==> config.mk <==
export PLATFORM = sky130hd
export DESIGN_NAME = dm_arb
export DESIGN_NICKNAME = d
export VERILOG_FILES = /design/src/rtl/dm_arb.sv
export SDC_FILE = /design/constraint.sdc
export NUM_CORES = 1
export LEC_CHECK = 0
export CORE_MARGIN = 4
export CORE_UTILIZATION = 43
export DETAILED_ROUTE_END_ITERATION = 10
export GPL_ROUTABILITY_DRIVEN = 0
export PLACE_DENSITY = 0.86
export SYNTH_ARGS = -nofsm -noshare
export SYNTH_HDL_FRONTEND = slang
export SYNTH_SLANG_ARGS = --single-unit
==> constraint.sdc <==
create_clock -name CLK -period 4.3 [get_ports CLK]
set_input_delay 1.075 -clock CLK [delete_from_list [all_inputs] [get_ports CLK]]
set_output_delay 1.075 -clock CLK [all_outputs]
set_load 0.005 [all_outputs]
==> src/rtl/dm_arb.sv <==
// dm_arb: two-port arbiter for the SISC data memory.
// Shares the single dm read/write port between the core load/store path and
// an external loader/debug port. Each access runs IDLE -> ACC -> DONE with a
// level request and a one-cycle done pulse. Ties are resolved round-robin.
// Optional feature: define DM_ARB_LOCK_EN to let the loader keep the port
// across a burst while l_lock is held.
module dm_arb #(
  parameter int AW = 16,
  parameter int DW = 32
) (
  input  logic          CLK,
  input  logic          RST_F,
  input  logic          c_req,
  input  logic          c_we,
  input  logic [AW-1:0] c_addr,
  input  logic [DW-1:0] c_wdata,
  output logic          c_gnt,
  output logic          c_done,
  output logic          c_stall,
  input  logic          l_req,
  input  logic          l_we,
  input  logic [AW-1:0] l_addr,
  input  logic [DW-1:0] l_wdata,
  input  logic          l_lock,
  output logic          l_gnt,
  output logic          l_done,
  output logic [DW-1:0] rdata,
  output logic [AW-1:0] dm_addr,
  output logic [DW-1:0] dm_wdata,
  output logic          dm_we,
  input  logic [DW-1:0] dm_rdata,
  output logic          busy
);

  typedef enum logic [1:0] {S_IDLE, S_ACC, S_DONE} state_t;

  state_t        r_state;
  state_t        w_next;
  logic          r_owner;   // 0 = core, 1 = loader
  logic          r_last;    // requester served most recently
  logic          r_we;
  logic [AW-1:0] r_addr;
  logic [DW-1:0] r_wdata;
  logic [DW-1:0] r_rdata;
  logic          w_grant;
  logic          w_pick_l;
  logic          w_lock_win;

`ifdef DM_ARB_LOCK_EN
  logic r_lock;

  // Remember a loader lock seen in its DONE cycle; valid only in the next IDLE.
  always_ff @(posedge CLK or negedge RST_F) begin
    if (!RST_F) r_lock <= 1'b0;
    else        r_lock <= (r_state == S_DONE) && r_owner && l_lock;
  end

  assign w_lock_win = r_lock & l_req;
`else
  logic w_unused_lock;

  assign w_unused_lock = l_lock;
  assign w_lock_win    = 1'b0;
`endif

  // State register; reset lands in IDLE at once, which also kills dm_we mid-ACC.
  always_ff @(posedge CLK or negedge RST_F) begin
    if (!RST_F) r_state <= S_IDLE;
    else        r_state <= w_next;
  end

  // Next-state, grant selection and per-state outputs.
  always_comb begin
    w_next   = r_state;
    w_grant  = 1'b0;
    w_pick_l = 1'b0;
    c_gnt    = 1'b0;
    l_gnt    = 1'b0;
    c_done   = 1'b0;
    l_done   = 1'b0;
    dm_we    = 1'b0;
    busy     = 1'b1;
    case (r_state)
      S_IDLE: begin
        busy = 1'b0;
        if (c_req || l_req) begin
          w_grant  = 1'b1;
          // Loader wins alone, on a tie when the core went last, or under lock.
          w_pick_l = w_lock_win | (l_req & (~c_req | ~r_last));
          w_next   = S_ACC;
        end
      end
      S_ACC: begin
        c_gnt  = ~r_owner;
        l_gnt  = r_owner;
        dm_we  = r_we;
        w_next = S_DONE;
      end
      S_DONE: begin
        // Requests are deliberately ignored here so a held req cannot retrigger.
        c_done = ~r_owner;
        l_done = r_owner;
        w_next = S_IDLE;
      end
      default: w_next = S_IDLE;
    endcase
  end

  // Capture the winner's access at grant; latch read/write data as ACC ends.
  always_ff @(posedge CLK or negedge RST_F) begin
    if (!RST_F) begin
      r_owner <= 1'b0;
      r_last  <= 1'b1;
      r_we    <= 1'b0;
      r_addr  <= '0;
      r_wdata <= '0;
      r_rdata <= '0;
    end else begin
      if (w_grant) begin
        r_owner <= w_pick_l;
        r_we    <= w_pick_l ? l_we    : c_we;
        r_addr  <= w_pick_l ? l_addr  : c_addr;
        r_wdata <= w_pick_l ? l_wdata : c_wdata;
      end
      if (r_state == S_ACC) begin
        r_last  <= r_owner;
        r_rdata <= r_we ? r_wdata : dm_rdata;
      end
    end
  end

  assign dm_addr  = r_addr;
  assign dm_wdata = r_wdata;
  assign rdata    = r_rdata;
  assign c_stall  = c_req & ~c_done;

endmodule

==> run metrics <==
VDD IR max=around 380 uV; Post-synth EDFFs=0; top cell type by total area after synthesis=dfrtp_1; Die Y=108 um; critical path, cell by cell=clkdlybuf4s50_1 > nor2b_1 > clkdlybuf4s50_1; Final period util=78.0%; achievable frequency=298 MHz; Initial Utilization=between 40% and 50%; final wirelength=approximately 14000 um; Mean Syn Cell Area=10.8 sq um; CP Max Fanout=3; vias per cell=5.70; Final Net Count=721; clk_lat worst skew=about 0.35 ns; largest cells by area after synthesis=dfrtp_1, a221o_1, and4_1; Syn. warnings=0; final cell count without fillers=approximately 720; Yosys cell types=24; DRC=0; worst hold margin=0.486 ns; TritonCTS buffer count=9; Synth top cells by count=dfrtp_1, and4_1, a221o_1, and3_1, clkbuf_1; #FFs+latches synth=85; leakage=2.98 nW; synthesis-to-finish area growth=57.7%; antenna violations before repair=0; clk root buf=clkbuf_8; slowest cell delay on critical path=0.52 ns; MaxCap Viol Count=0; arrival time worst endpoint=2.28 ns; Top FF cell, synth=dfrtp_1; CP dominant cell by count=clkdlybuf4s50_1; setup violators final=0; per-cell routed wire length=19.7 um; max-slew violations=0; largest net degree at the start of global routing=101; Async SR Flop Fraction=100%; # IOs=222; GRT Util Overall=approximately a quarter; fin crit period=3.35 ns; vias=4124; Post-Place Cells=708; Slew headroom=42.7%; clk_skew=0.0116 ns; cts hold-fix bufs=0; initial DRC count=between 200 and 250; cell with the most instances after synthesis=dfrtp_1; n_diodes=0; Pre-antenna DRT Iters=4; Buffers on Ports=220; post-detail-place hpwl=10100 um; H-Tree Depth=3; first-pass GRT wire length=roughly 22000 um; layout cells sized above 1=approximately 5.4%; critical path type=in2out; core area=~9700 sq um; Synth Net Count=530; Setup TNS Final=0 ns; vias in the first global route=about 4200; Critical Path RT=3.22 ns; Worst-Margin Slew=0.860 ns; Die Span X=108 um; total gr overflow=0; # resized after CTS=0; postcts setup bufs=0; sequential area share after synthesis=around 50%; clk sink count=85; Gate Count Post-Synth=395; synthesized cell area=around 4300 sq um; CP endpoint kind=primary output; RSZ-0062 raised after global routing=no; TritonCTS clock tree=built; status=finished, final reports clean; final hold vios=0; slowest CP cell=clkdlybuf4s50_1; CTS clk-pin slew, worst paths=0.08 ns; Synth top area share=49.3%; power per cell area=679 nW/um^2; Die ar.=11600 sq um; CTS Buffer Depth=2; Rows=36; Final ANT Viol Nets=0; Startpoint Class=input pin; Min-Delay Path Class=reg2reg
## cells by family after synthesis
| logic type | count (synthesis) | share of synthesized area (%) |
|---|---|---|
| compound gates | 84 | 15.7 |
| buf+inv | 53 | 5.48 |
| flops | 85 | 49.9 |
| mux | 32 | 7.51 |
| simple gates | 141 | 21.5 |
## stage by stage
stage | utilization (%) | instance area [sq um] | setup WS, ns | total power (W)
6_report | 69.2 | 6730 | 0.948 | 0.00457
3_3_place_gp | 66.9 | 6510 | 0.993 | 0.00385
3_5_place_dp | 66.9 | 6510 | 0.952 | 0.00397
5_1_grt | 69.2 | 6730 | 0.899 | 0.00488
2_1_floorplan | - | 4270 | 2.02 | 0.00268
4_1_cts | 69.2 | 6730 | 0.931 | 0.00460
## sequential cells by signal, indices dropped and copies added (netlist names)
| register | cells |
|---|---|
| r_owner | 1 |
| dm_addr | 16 |
| dm_wdata | 32 |
| r_state | 2 |
| r_last | 1 |
| rdata | 32 |
| r_we | 1 |
## placed cells by master, fill, tap and decap left out
cell             synthesis  routed
a21o_1                   1       1
a21oi_1                  1       1
a221o_1                 48      48
a311o_1                  1       1
and3_1                  48      48
and4_1                  49      49
buf_12                   0       1
buf_4                    1       8
bufinv_16                0       2
clkbuf_8                 0      10
clkdlybuf4s50_1          0     219
clkinv_2                 0       2
clkinv_4                 0       1
clkinvlp_4               0       1
dfrtp_1                 84      83
dfrtp_2                  0       1
dfstp_2                  1       1
inv_1                    5       5
mux2i_1                 32      32
nand2_1                 33      33
nand2_2                  1       1
nand2b_2                 0       1
nand3_2                  0       1
nor2_1                   4       3
nor2_4                   0       1
nor2b_1                  1       1
nor3b_1                  2       2
o21ai_0                 33      33
or2_4                    1       1
## worst max-delay path, delay by kind of cell
kind | cells | cell delay, ns
and+or+nand+nor | 1 | 0.17
buffers and inverters | 2 | 1.02
## where the power goes
part | leakage, nW | total [W] | switching (W) | internal, W
Combinational | 1.84 | 0.00243 | 0.00105 | 0.00138
Clock | 0.112 | 0.000626 | 0.000284 | 0.000342
Sequential | 1.03 | 0.00151 | 0.000293 | 0.00122
Total | 2.98 | 0.00457 | 0.00163 | 0.00294
## cell type report
cell class                 count  area (sq um)
clock buffer                  10           138
clock inverter                 6          86.3
fill                         754          3000
inverter                       5          18.8
multi-input combinational    257          1920
sequential                    85          2130
tap                          133           166
timing repair buffer         228          2270
## routing by layer
layer | share of wire (%) | routed length (um) | global-route usage (%)
met5 | 0 | 0 | 0
met4 | 2.2 | 321 | 7.84
met3 | 9.2 | 1310 | 6.66
met2 | 50 | 7220 | 41.7
met1 | 38 | 5440 | 29.6
## final timing paths
kind                       startpoint    endpoint  slack (ns)  cells past startpoint
max                             c_req     c_stall        0.95                      3
min                          rdata[0]    rdata[0]        0.49                      2
max reg2reg                r_state[0]  dm_addr[4]        1.92                      5
min reg2reg                  rdata[0]    rdata[0]        0.49                      2
max in group asynchronous       RST_F      r_last        2.60                      2
min in group asynchronous       RST_F   rdata[11]        0.82                      1
Power figures use the tool's default switching activity.
